==> src/rtl/lsu_controller.sv <==
// Load/store sequencer: IDLE/REQ/DONE/ERR FSM that drives a req/ack data-memory port,
// generates strobes and replicated store data, and extends load data.
module lsu_controller #(
  parameter int XLEN    = 32,
  parameter int TIMEOUT = 16
) (
  input  logic            clk,
  input  logic            rst_n,
  input  logic            load_i,
  input  logic            store_i,
  input  logic [2:0]      fun3,
  input  logic [XLEN-1:0] addr,
  input  logic [XLEN-1:0] store_data,
  output logic            stall,
  output logic [XLEN-1:0] load_data,
  output logic            load_valid,
  output logic            misaligned,
  output logic            illegal,
  output logic            bus_timeout,
  output logic            dmem_req,
  output logic            dmem_we,
  output logic [XLEN-1:0] dmem_addr,
  output logic [XLEN-1:0] dmem_wdata,
  output logic [3:0]      dmem_wstrb,
  input  logic            dmem_ack,
  input  logic [XLEN-1:0] dmem_rdata
);

  localparam int CW = (TIMEOUT > 1) ? $clog2(TIMEOUT) : 1;
  localparam logic [CW-1:0] LAST = (TIMEOUT > 0) ? CW'(TIMEOUT - 1) : '0;

  typedef enum logic [1:0] {S_IDLE, S_REQ, S_DONE, S_ERR} state_t;

  state_t          r_state;
  logic [CW-1:0]   r_cnt;
  logic [31:0]     r_addr;
  logic            r_we;
  logic [3:0]      r_strb;
  logic [31:0]     r_wdata;
  logic [31:0]     r_ldata;
  logic            r_is_load;
  logic [2:0]      r_fun3;
  logic [1:0]      r_off;

  logic            w_access;
  logic            w_ill;
  logic            w_mis;
  logic            w_idle;
  logic            w_launch;
  logic            w_tmo;
  logic [3:0]      w_strb;
  logic [31:0]     w_wdata;
  logic [31:0]     w_shift;
  logic [7:0]      w_byte;
  logic [15:0]     w_half;
  logic [31:0]     w_ext;

  assign w_access = load_i | store_i;
  assign w_idle   = (r_state == S_IDLE);

  always_comb begin
    w_ill = 1'b0;
    if (load_i && store_i)
      w_ill = 1'b1;
    else if (load_i)
      w_ill = (fun3 == 3'b011) || (fun3 == 3'b111);
    else if (store_i)
      w_ill = fun3[2] || (fun3[1:0] == 2'b11);
  end

  // Alignment is only meaningful once the width code itself is legal.
  assign w_mis = !w_ill && (((fun3[1:0] == 2'b01) && addr[0]) ||
                            ((fun3[1:0] == 2'b10) && (addr[1:0] != 2'b00)));

  assign w_launch   = w_idle && w_access && !w_ill && !w_mis;
  assign illegal    = w_idle && w_access && w_ill;
  assign misaligned = w_idle && w_access && w_mis;
  assign stall      = w_launch || (r_state == S_REQ);
  assign dmem_req   = (r_state == S_REQ);
  assign load_valid = (r_state == S_DONE) && r_is_load;
  assign bus_timeout = (r_state == S_ERR);
  assign dmem_we    = r_we;
  assign dmem_addr  = r_addr;
  assign dmem_wdata = r_wdata;
  assign dmem_wstrb = r_strb;
  assign load_data  = r_ldata;
  assign w_tmo      = (TIMEOUT != 0) && (r_cnt == LAST);

  always_comb begin
    w_strb  = 4'b1111;
    w_wdata = store_data;
    case (fun3[1:0])
      2'b00: begin
        w_strb  = 4'b0001 << addr[1:0];
        w_wdata = {4{store_data[7:0]}};
      end
      2'b01: begin
        w_strb  = 4'b0011 << addr[1:0];
        w_wdata = {2{store_data[15:0]}};
      end
      default: ;
    endcase
  end

  assign w_shift = dmem_rdata >> {r_off, 3'b000};
  assign w_byte  = w_shift[7:0];
  assign w_half  = r_off[1] ? dmem_rdata[31:16] : dmem_rdata[15:0];

  always_comb begin
    w_ext = dmem_rdata;
    case (r_fun3)
      3'b000:  w_ext = {{24{w_byte[7]}}, w_byte};
      3'b001:  w_ext = {{16{w_half[15]}}, w_half};
      3'b100:  w_ext = {24'd0, w_byte};
      3'b101:  w_ext = {16'd0, w_half};
      default: w_ext = dmem_rdata;
    endcase
  end

  always_ff @(posedge clk or negedge rst_n) begin
    if (!rst_n) begin
      r_state   <= S_IDLE;
      r_cnt     <= '0;
      r_addr    <= '0;
      r_we      <= 1'b0;
      r_strb    <= 4'b0000;
      r_wdata   <= '0;
      r_ldata   <= '0;
      r_is_load <= 1'b0;
      r_fun3    <= 3'b000;
      r_off     <= 2'b00;
    end else begin
      case (r_state)
        S_IDLE: begin
          r_cnt <= '0;
          if (w_launch) begin
            r_addr    <= {addr[31:2], 2'b00};
            r_we      <= store_i;
            r_strb    <= store_i ? w_strb : 4'b0000;
            r_wdata   <= store_i ? w_wdata : 32'd0;
            r_is_load <= load_i;
            r_fun3    <= fun3;
            r_off     <= addr[1:0];
            r_state   <= S_REQ;
          end
        end
        S_REQ: begin
          // An ack on the final allowed cycle still completes the access.
          if (dmem_ack) begin
            if (r_is_load)
              r_ldata <= w_ext;
            r_state <= S_DONE;
          end else if (w_tmo) begin
            r_state <= S_ERR;
          end else if (TIMEOUT != 0) begin
            r_cnt <= r_cnt + CW'(1);
          end
        end
        S_DONE:  r_state <= S_IDLE;
        S_ERR:   r_state <= S_IDLE;
        default: r_state <= S_IDLE;
      endcase
    end
  end

endmodule

==> config.mk <==
export PLATFORM = sky130hd
export DESIGN_NAME = lsu_controller
export DESIGN_NICKNAME = d
export VERILOG_FILES = /design/src/rtl/lsu_controller.sv
export SDC_FILE = /design/constraint.sdc
export NUM_CORES = 1
export LEC_CHECK = 0
export ABC_AREA = 1
export BUFFER_PORTS_ARGS = -buffer_cell sky130_fd_sc_hd__buf_2
export CORE_MARGIN = 2
export CORE_UTILIZATION = 45
export CTS_BUF_LIST = sky130_fd_sc_hd__clkbuf_4
export DETAILED_ROUTE_END_ITERATION = 7
export PLACE_DENSITY_LB_ADDON = 0.1
export RECOVER_POWER = 25
export SLEW_MARGIN = 25
export SYNTH_ARGS = -nofsm -noshare
export SYNTH_HDL_FRONTEND = slang
export SYNTH_SLANG_ARGS = --single-unit
==> constraint.sdc <==
create_clock -name clk -period 1.57 [get_ports clk]
set_input_delay 0.0785 -clock clk [delete_from_list [all_inputs] [get_ports clk]]
set_output_delay 0.0785 -clock clk [all_outputs]
set_load 0.02 [all_outputs]
Yosys cells after proc, flatten, opt, wreduce, memory -nomap -nowiden. Cells that the tools add are included.

$add $sub $neg: 1. Eq/ne operators: 16. Shift-type cells: 3. Multiplexer cells: 16. Bitwise gates (word level): 1. Reductions and logical operators: 26.

Operators by type and width (count): $pmux W32 S4 (1); $pmux W32 S2 (1); $mux W32 (1); $shr A32 B5 Y8 (1); $mux W16 (1); $pmux W4 S2 (2); $mux W4 (3); $logic_and A1 B1 Y1 (10); $eq A3 B3 Y1 const B (3); $eq A2 B2 Y1 const B (4); $mux W2 (3); $pmux W2 S3 (1); $reduce_and A3 Y1 (2); $add A4 B1 Y4 const B (1); $eq A2 B1 Y1 const B (2); $eq A4 B4 Y1 const B (1); $logic_not A2 Y1 (2); $logic_or A1 B1 Y1 (4); $ne A2 B2 Y1 const B (2); $reduce_and A2 Y1 (2); $reduce_bool A2 Y1 (2); $shl A1 B2 Y4 const A (1); $shl A2 B2 Y4 const A (1); $eq A3 B1 Y1 const B (1); 8 further kinds (11).

Bits in registers: 111. Input port bits: 104. Output and inout bits: 107. Logic and storage cells: 73.

Logic depth before layout (Yosys ltp). Gate-level depths: netlist of run 1.

Depth in word-level cells: 11. Gate-level depth with buffers: 10.

Worst setup path after synthesis of run 1. Ideal clock, no wire load.

Kind: flip-flop to flip-flop. Start: register r_fun3[1]. End: register r_ldata[23], in the netlist load_data[23]. Library setup time: 0.063 ns. Arrival time: 1.351 ns. Data required time: 1.507 ns. Path slack: 0.156 ns. Stages on the path, launching flop included: 10. Path buffers: 2. Path through: dfrtp_1 buf_2 inv_1 nand2_2 nor2_1 nand2_1 buf_2 nand3_1 nand2_1 inv_1.

Longest elaborated chain between the ends: 2. Elaborated cells between the ends (all ways): 5.

RTL lines: start, declared (line 42) `logic [2:0] r_fun3;`; start signal, assigned (line 142) `r_fun3 <= fun3;`; $eq A3 B3 Y1, or another cell as far along (line 111) `case (r_fun3)`; $pmux W32 S4 * (line 111); end signal, assigned (line 151) `r_ldata <= w_ext;`; end, declared (line 40) `logic [31:0] r_ldata;`.

Mark *: on every way between the ends. The rest lies on a longest branch, timed or not. A chain may end at the register's enable or synchronous reset.

Final worst setup path of run 1.
Start: register r_state[1]. End: output port stall.

Longest elaborated chain between the ends: 5. Elaborated cells between the ends (all ways): 6.

RTL lines: start, declared (line 34) `state_t r_state;`; start signal, assigned (line 122) `r_state <= S_IDLE;`; start signal, assigned (line 144) `r_state <= S_REQ;`; start signal, assigned (line 152) `r_state <= S_DONE;`; $logic_not A2 Y1 (line 59) `assign w_idle = (r_state == S_IDLE);`; $logic_and A1 B1 Y1 (3 in series) (line 75) `assign w_launch = w_idle && w_access && !w_ill && !w_mis;`; $logic_or A1 B1 Y1 * (line 78) `assign stall = w_launch || (r_state == S_REQ);`; end, declared (line 14) `output logic stall,`.

Marks and branches as above.

==> impl_summary.log, run 1 <==
INFO  metric p_per_area = 1490 mW/mm^2
INFO  metric min_path_type = in2reg
INFO  metric arrival = 1.64 ns
INFO  metric detail_route.vias_per_cell = 4.78
INFO  metric die_x = 117 um
INFO  metric worst_max_slew_pin_slew = 1.01 ns
INFO  metric first_global_vias = 5884
INFO  metric cap_viol_max_count = 0
INFO  metric cts_sinks = 111
INFO  metric fraction_of_final_layout_cells_sized_beyond_drive_strength_1 = 26.0%
INFO  metric finalPower = 12.4 mW
INFO  metric fin_skew = 0.0270 ns
INFO  metric post_synth_inst_count = 797
INFO  metric design.final.nets = 1211
INFO  metric final.fill_count = 1075
INFO  metric groute.usage.overall = 26.1%
INFO  metric critical_path.max_fanout = 3
INFO  metric tritoncts = done
INFO  metric layout.cells.most_common_list = nand2_1 (351), buf_2 (203), dfrtp_1 (111), dlygate4sd3_1 (100), inv_1 (65)
INFO  metric power.share.clock = 12.2%
INFO  metric postSynthAreaPerCell = 7.21 sq um
INFO  metric effective_utilization_at_floorplan = 45.7%
INFO  metric dpl-instance-area = 0.00700 sq mm
INFO  metric post-route-cell-area = 0.00830 sq mm
INFO  metric antenna_found_initial = 0
INFO  metric gpl.final_weighted_congestion = 0.864
INFO  metric netSwitchingFraction = 44.9%
INFO  metric p_leak = 4.74 nW
INFO  metric cp.required = 1.49 ns
INFO  metric remaining_antenna_violation_count = 0
INFO  metric dr_total_vias = 6138
INFO  metric seqPwrFrac = 37.7%
INFO  metric worst_slew_margin_rel = 32.4%
INFO  metric proportion_of_netlist_area_held_by_the_largest_area_contributor = 48.3%
INFO  metric internal_power = 6.81 mW
INFO  metric maxClockFrequency = 0.584 GHz
INFO  metric routed_wirelength = 17900 um
INFO  metric clock-root-buffer = clkbuf_4
INFO  metric finalSetupViolCount = 2
INFO  metric crit_type = reg2out
INFO  metric yosys.cell_types.count = 27
INFO  metric io-pin-count = 211
INFO  metric dp_hpwl = 11200 um
INFO  metric fp.dieH = 117 um
INFO  metric timing.reg2reg.setup_slack = 0.02 ns
INFO  metric final.min_clock_period = 1.71 ns
INFO  metric diodes = 0
INFO  metric synth_largest_area_cell = dfrtp_1
INFO  metric cts_buffer_depth = 2
INFO  metric core-area = 0.0126 sq mm
INFO  metric final_cell_count_no_fill = 1283
INFO  metric r2r.worst_path.cells = 9
INFO  metric net-switching-power = 5.56 mW
INFO  metric insertion_delay = 0.50 ns
INFO  metric areaGrowthSynthToFinish = 44.4%
INFO  metric dp_worst_setup_slack = 0.0269 ns
INFO  metric yosysSeqAreaShare = 48.3%
INFO  metric htree_levels = 3
INFO  metric drcViolationCount = 0
INFO  metric min_setup_slack_post_route = -0.144 ns
INFO  metric worst_setup_path_start_kind = flip-flop
INFO  metric clk_pin_slew = 0.15 ns
INFO  metric netlist_area = 0.00575 sq mm
INFO  metric drtIter0Drc = 491
INFO  metric placed_cells_incl_taps = 1159
INFO  metric most_common_cell_after_layout_fill_and_taps_aside = nand2_1
INFO  metric grt_start_max_net_pins = 112
INFO  metric hold_viol = 0
INFO  metric unrepaired_setup_endpoints_after_global_routing = yes
INFO  metric overflow_left_after_global_routing = 0
INFO  metric ys_ff_latch = 111
INFO  metric global_route_wire_length_before_repair = 27900 um
INFO  metric ys_warn_count = 0
INFO  metric post-route-period-util = 109%
INFO  metric power.share.combinational = 50.1%
INFO  metric buffer_ports.inserted = 208
INFO  metric violated_checks = negative setup slack
INFO  metric top_post_synthesis_cells_by_area = dfrtp_1 (48%), nand2_1 (23%), inv_1 (4.4%)
INFO  metric power.ir.vdd_worst = 0.811 mV
INFO  metric critPathCaptureType = output port
INFO  metric placement_row_count = 41
INFO  metric report.final.slew_viol_count = 0
INFO  metric drt_pre_antenna_iters = 5
INFO  metric hold-path-cell-count = 5
INFO  metric area_enclosed_by_the_die_boundary = 0.0137 sq mm
INFO  metric routedWlPerCell = 14.0 um
INFO  metric tritoncts.num_buffers = 9
INFO  metric status = complete, but fails checks
-- metrics by stage --
step,utilization (%),hold WS [ns],setup TNS [ns]
global route,66.0,0.0424,-1.20
finish,66.0,0.0312,-0.193
detailed placement,55.7,0.211,0
global placement,55.7,0.210,0
floorplan,-,-0.217,0
CTS,65.6,0.00616,-0.351
-- state kept, by name (all words and copies together) (netlist names) --
| name | cells |
|---|---|
| dmem_addr | 30 |
| load_data | 32 |
| dmem_wdata | 32 |
| dmem_we | 1 |
| r_state | 2 |
| r_is_load | 1 |
| dmem_wstrb | 4 |
| r_off | 2 |
| r_cnt | 4 |
| r_fun3 | 3 |
-- cell families after synthesis --
kind of cell | share of synthesized area [%]
adder cells (fa/ha/maj) | 0.218
flip-flops | 48.3
buffers and inverters | 9.23
AND/OR/NAND/NOR | 34.7
other | 0.0652
AO/OA/AOI/OAI | 7.44
-- critical path: stages (launching register included) --
cell and delay [ns]:
dfrtp_1 0.44, nor2_4 0.15, nand2_2 0.08, nor2_2 0.11
nand2_2 0.09, buf_12 0.14, nand2_4 0.04, buf_6 0.10
-- worst paths after layout --
kind,endpoint,start
min in group asynchronous,load_data[6],rst_n
max,stall,r_state[1]
max in group asynchronous,dmem_wdata[15],rst_n
min reg2reg,load_data[5],load_data[5]
max reg2reg,dmem_wdata[31],r_state[1]
min,load_data[8],dmem_rdata[8]
-- timing repair --
item | in CTS | in global routing
cloned | 1 | 1
hold endpoints to repair | 213 | 0
resized for setup | 11 | 12
buffers inserted | 5 | 1
endpoints found under the setup margin | 4 | 26
pin swaps | 4 | 1
hold buffers | 100 | 0
-- synthesized netlist by cell type, drive strengths merged --
cell	instances
ha	1
nor2	65
a211oi	8
o21ai	27
a22oi	1
o21bai	1
buf	24
o22ai	1
o21a	1
nand4	4
nand3	44
a21oi	38
inv	70
o211ai	1
nor3	7
clkbuf	17
dfrtp	111
conb	1
or2	18
nand2	357
-- power groups by stage --
stage               sequential, mW  combinational (mW)  clock, mW
CTS                           4.66                6.13       1.56
global route                  4.81                6.86       1.68
global placement              4.71                5.73          0
detailed placement            4.70                5.81          0
finish                        4.66                6.20       1.51
floorplan                     5.97                2.46          0
-- routing by layer --
layer / share of wire [%] / global-route usage, % / wire length, um / vias up
met2: 50 / 45.8 / 9000 / 224
met4: 2.3 / 8.31 / 416 / 0
met3: 6.6 / 6.08 / 1180 / 29
met1: 41 / 31.9 / 7300 / 2823
li1: - / - / - / 3062
met5: 0 / 0 / 0 / -
-- cell type report --
class | instances | area [sq um] | share of cell area, %
clock buffers | 9 | 67.6 | 0.814
clock inverters | 7 | 77.6 | 0.935
inverters | 70 | 272 | 3.27
multi-input cells | 576 | 2480 | 29.9
flip-flops and latches | 111 | 2780 | 33.5
well taps | 172 | 215 | 2.59
repair buffers | 338 | 2410 | 29.1
No activity file was read; power rests on OpenSTA's default activity.
==> run 2: changes to the inputs <==
--- a/config.mk
+++ b/config.mk
@@ -5,10 +5,9 @@
 export SDC_FILE = /design/constraint.sdc
 export NUM_CORES = 1
 export LEC_CHECK = 0
-export ABC_AREA = 1
 export BUFFER_PORTS_ARGS = -buffer_cell sky130_fd_sc_hd__buf_2
 export CORE_MARGIN = 2
-export CORE_UTILIZATION = 45
+export CORE_UTILIZATION = 25
 export CTS_BUF_LIST = sky130_fd_sc_hd__clkbuf_4
 export DETAILED_ROUTE_END_ITERATION = 7
 export PLACE_DENSITY_LB_ADDON = 0.1
==> run 2 against run 1 <==
The run still ends with negative setup slack left. Critical path depth shrank 1. Critical endpoint is now dmem_addr[15]. Setup slack lost 0.14 ns. Die area up 69%. Sequential cell count is the same. Clock skew fell by 0.011 ns.
==> impl_summary.log, run 2 <==
INFO  metric status = complete, but fails checks
INFO  metric violated_checks = negative setup slack
INFO  metric tritoncts.num_buffers = 9 (unchanged)
INFO  metric first_global_vias = 5602 (-4.8%)
INFO  metric remaining_antenna_violation_count = 0 (unchanged)
INFO  metric cts_sinks = 111 (unchanged)
INFO  metric yosys.cell_types.count = 46 (+70%)
INFO  metric cp_cell_sequence = a211oi_2 -> o21ai_4 -> buf_4 -> nor2_4 -> buf_12 -> mux2_1
INFO  metric fraction_of_final_layout_cells_sized_beyond_drive_strength_1 = 50.6% (+25 points)
INFO  metric design.final.nets = 968 (-20%)
INFO  metric routed_wirelength = 20300 um (+13%)
INFO  metric cap_viol_max_count = 0 (unchanged)
INFO  metric tritoncts = done
INFO  metric max_stage_delay_cell_worst_path = dfrtp_1
INFO  metric arrival = 2.22 ns (+0.58 ns)
INFO  metric htree_levels = 3 (unchanged)
INFO  metric io-pin-count = 211 (unchanged)
INFO  metric antenna_found_initial = 1 (+1)
INFO  metric cp.required = 1.94 ns (+0.45 ns)
INFO  metric finalSetupViolCount = 102 (+100)
INFO  metric post_synth_inst_count = 536 (-33%)
INFO  metric dp_worst_setup_slack = -0.0982 ns (-0.125 ns)
INFO  metric dp_hpwl = 13200 um (+18%)
INFO  metric fin_skew = 0.0161 ns (-0.0109 ns)
INFO  metric utilization = 43.3% (-23 points)
INFO  metric area_enclosed_by_the_die_boundary = 0.0231 sq mm (+69%)
INFO  metric critPathCaptureType = flip-flop
INFO  metric ys_top_cells_by_count = dfrtp_1 (111), nand2_1 (74), o21ai_0 (54), mux2_1 (40), nand3_1 (34)
INFO  metric cts_buffer_depth = 2 (unchanged)
INFO  metric insertion_delay = 0.48 ns (-0.02 ns)
INFO  metric effective_utilization_at_floorplan = 25.2% (-20 points)
INFO  metric top_post_synthesis_cells_by_area = dfrtp_1 (51%), mux2_1 (8.2%), nand2_1 (5.1%)
INFO  metric count_of_flip_flops_with_a_built_in_enable_after_synthesis = 0 (unchanged)
INFO  metric placement_row_count = 54 (+32%)
INFO  metric areaGrowthSynthToFinish = 71.4%
INFO  metric clk_pin_slew = 0.19 ns (+0.04 ns)
INFO  metric async_flop_share = 100% (unchanged)
INFO  metric critical_path.max_fanout = 31 (+28)
INFO  metric drt_pre_antenna_iters = 4 (-1)
INFO  metric global_route_wire_length_before_repair = 31700 um (+14%)
INFO  metric placed_cells_incl_taps = 1018 (-12%)
INFO  metric p_leak = 4.34 nW (-8.4%)
INFO  metric buffer_ports.inserted = 208 (unchanged)
INFO  metric ys_warn_count = 0 (unchanged)
INFO  metric netlist_area = 0.00547 sq mm (-4.8%)
INFO  metric report.final.slew_viol_count = 0 (unchanged)
INFO  metric grt_start_max_net_pins = 53 (-53%)
INFO  metric worst_slew_margin_rel = 26.7% (-5.7 points)
INFO  metric final_cell_count_no_fill = 1150 (-10%)
INFO  metric drtIter0Drc = 258 (-47%)
INFO  metric crit_type = reg2reg
INFO  metric primary_flip_flop_cell_chosen_by_synthesis_mapping = dfrtp_1
INFO  metric die_x = 152 um (+30%)
INFO  metric p_per_area = 1300 mW/mm^2 (-13%)
INFO  metric worst_max_slew_pin_slew = 1.10 ns (+0.0851 ns)
INFO  metric post-synth-top-count-cell = dfrtp_1
INFO  metric unrepaired_setup_endpoints_after_global_routing = yes
INFO  metric worst_setup_path_start_kind = flip-flop
INFO  metric synth_largest_area_cell = dfrtp_1
INFO  metric final.fill_count = 2069 (+92%)
INFO  metric post-route-period-util = 118% (+9.2 points)
INFO  metric layout.cells.most_common_list = buf_2 (201), dfrtp_1 (110), dlygate4sd3_1 (87), nand2_1 (65), mux2_1 (39)
INFO  metric yosysSeqAreaShare = 50.7% (+2.4 points)
INFO  metric maxClockFrequency = 0.538 GHz (-7.8%)
INFO  metric min_setup_slack_post_route = -0.288 ns (-0.145 ns)
INFO  metric proportion_of_netlist_area_held_by_the_largest_area_contributor = 50.7% (+2.4 points)
INFO  metric core-area = 0.0217 sq mm (+73%)
INFO  metric finalPower = 12.2 mW (-1.7%)
INFO  metric overflow_left_after_global_routing = 0 (unchanged)
INFO  metric gpl.final_weighted_congestion = 0.831 (-3.8%)
INFO  metric most_common_cell_after_layout_fill_and_taps_aside = buf_2
INFO  metric postSynthAreaPerCell = 10.2 sq um (+42%)
INFO  metric routedWlPerCell = 17.6 um (+26%)
INFO  metric finalSetupTns = -17.10 ns (-16.90 ns)
INFO  metric ys_ff_latch = 111 (unchanged)
INFO  metric power.ir.vdd_worst = 0.478 mV (-41%)
INFO  metric fp.dieH = 152 um (+30%)
INFO  metric clock-root-buffer = clkbuf_4
INFO  metric crit_path_max_incr_delay = 0.42 ns (-0.02 ns)
INFO  metric final.min_clock_period = 1.86 ns (+0.145 ns)
INFO  metric detail_route.vias_per_cell = 4.74 (-0.96%)
INFO  metric hold_viol = 0 (unchanged)
INFO  metric dr_total_vias = 5449 (-11%)
INFO  metric groute.usage.overall = 17.1% (-9.0 points)
INFO  metric drcViolationCount = 0 (unchanged)
INFO  metric min_path_type = in2reg
run 2: changes by cell type after synthesis, moves of 12 or more:
cell	delta
buf_6	-12
o31ai_1	+27
or2_2	-18
nor2_1	-36
nor2b_1	+12
o21ai_0	+28
inv_1	-65
nand2_1	-282
mux2_1	+40
a21oi_1	-28
mux2_2	+13
run 2: path summary, 6_finish.rpt:
check                                       to  slack (ns)           start  cells past startpoint
worst max register to register   dmem_addr[15]       -0.29      r_state[0]                      6
worst min-delay path            dmem_wdata[20]        0.04  store_data[20]                      4
max in group asynchronous            r_fun3[1]        0.21           rst_n                      3
min in group asynchronous       dmem_wdata[26]        0.30           rst_n                      3
worst max-delay path             dmem_addr[15]       -0.29      r_state[0]                      6
worst min register to register   dmem_addr[23]        0.50   dmem_addr[23]                      1
run 2: critical path, delay by kind of cell (launching register included):
| kind | cells | cell delay, ns |
|---|---|---|
| mux | 1 | 0.35 |
| simple gates | 1 | 0.12 |
| compound gates | 2 | 0.45 |
| flops | 1 | 0.42 |
| buf+inv | 2 | 0.38 |
run 2: cell families after synthesis:
kind of cell	count (synthesis)	share of synthesized area (%)
AOI/OAI and AO/OA	148	17.9
muxes	65	13.6
adders and majority gates	1	0.229
other	1	0.0685
buffers and inverters	49	4.23
and+or+nand+nor	161	13.3
DFF	111	50.7
run 2: timing repair:
| item | 4_1_cts | 5_1_grt |
|---|---|---|
| hold endpoints to repair | 198 | 0 |
| pin swaps | 19 | 19 |
| endpoints found under the setup margin | 103 | 113 |
| hold buffers | 87 | 0 |
| buffers inserted | 21 | 3 |
| resized for setup | 141 | 111 |
| cloned | 7 | 1 |
run 2: area by class of cell:
class	instances	area [sq um]	area share, %
Tap cell	280	350	3.73
Timing Repair Buffer	361	2750	29.3
Clock buffer	10	75.1	0.800
Multi-Input combinational cell	377	3310	35.3
Antenna cell	2	5.00	0.0533
Clock inverter	6	93.8	1.00
Inverter	3	13.8	0.147
Sequential cell	111	2780	29.6
run 2: per-stage QoR:
| step | area [sq um] | hold slack, ns |
|---|---|---|
| detailed placement | 7030 | -0.0268 |
| CTS | 8930 | 0.00200 |
| floorplan | 5480 | -0.217 |
| finish | 9380 | 0.0407 |
| global route | 9380 | 0.0356 |
| global placement | 7030 | -0.0250 |
run 2: metal layers:
layer	global-route usage, %	part of all wire (%)	vias to the layer above
li1	-	-	2598
met3	2.71	4.4	21
met5	0	0	-
met4	4.94	1.5	0
met1	23.7	47	2661
met2	27.8	47	169
run 2: report_power, final:
| group | internal [mW] | leakage (nW) | switching (mW) | total [mW] |
|---|---|---|---|---|
| logic | 2.56 | 2.87 | 3.48 | 6.04 |
| clock network | 0.675 | 0.0872 | 1.02 | 1.69 |
| registers | 3.81 | 1.39 | 0.623 | 4.43 |
| total | 7.04 | 4.34 | 5.12 | 12.2 |
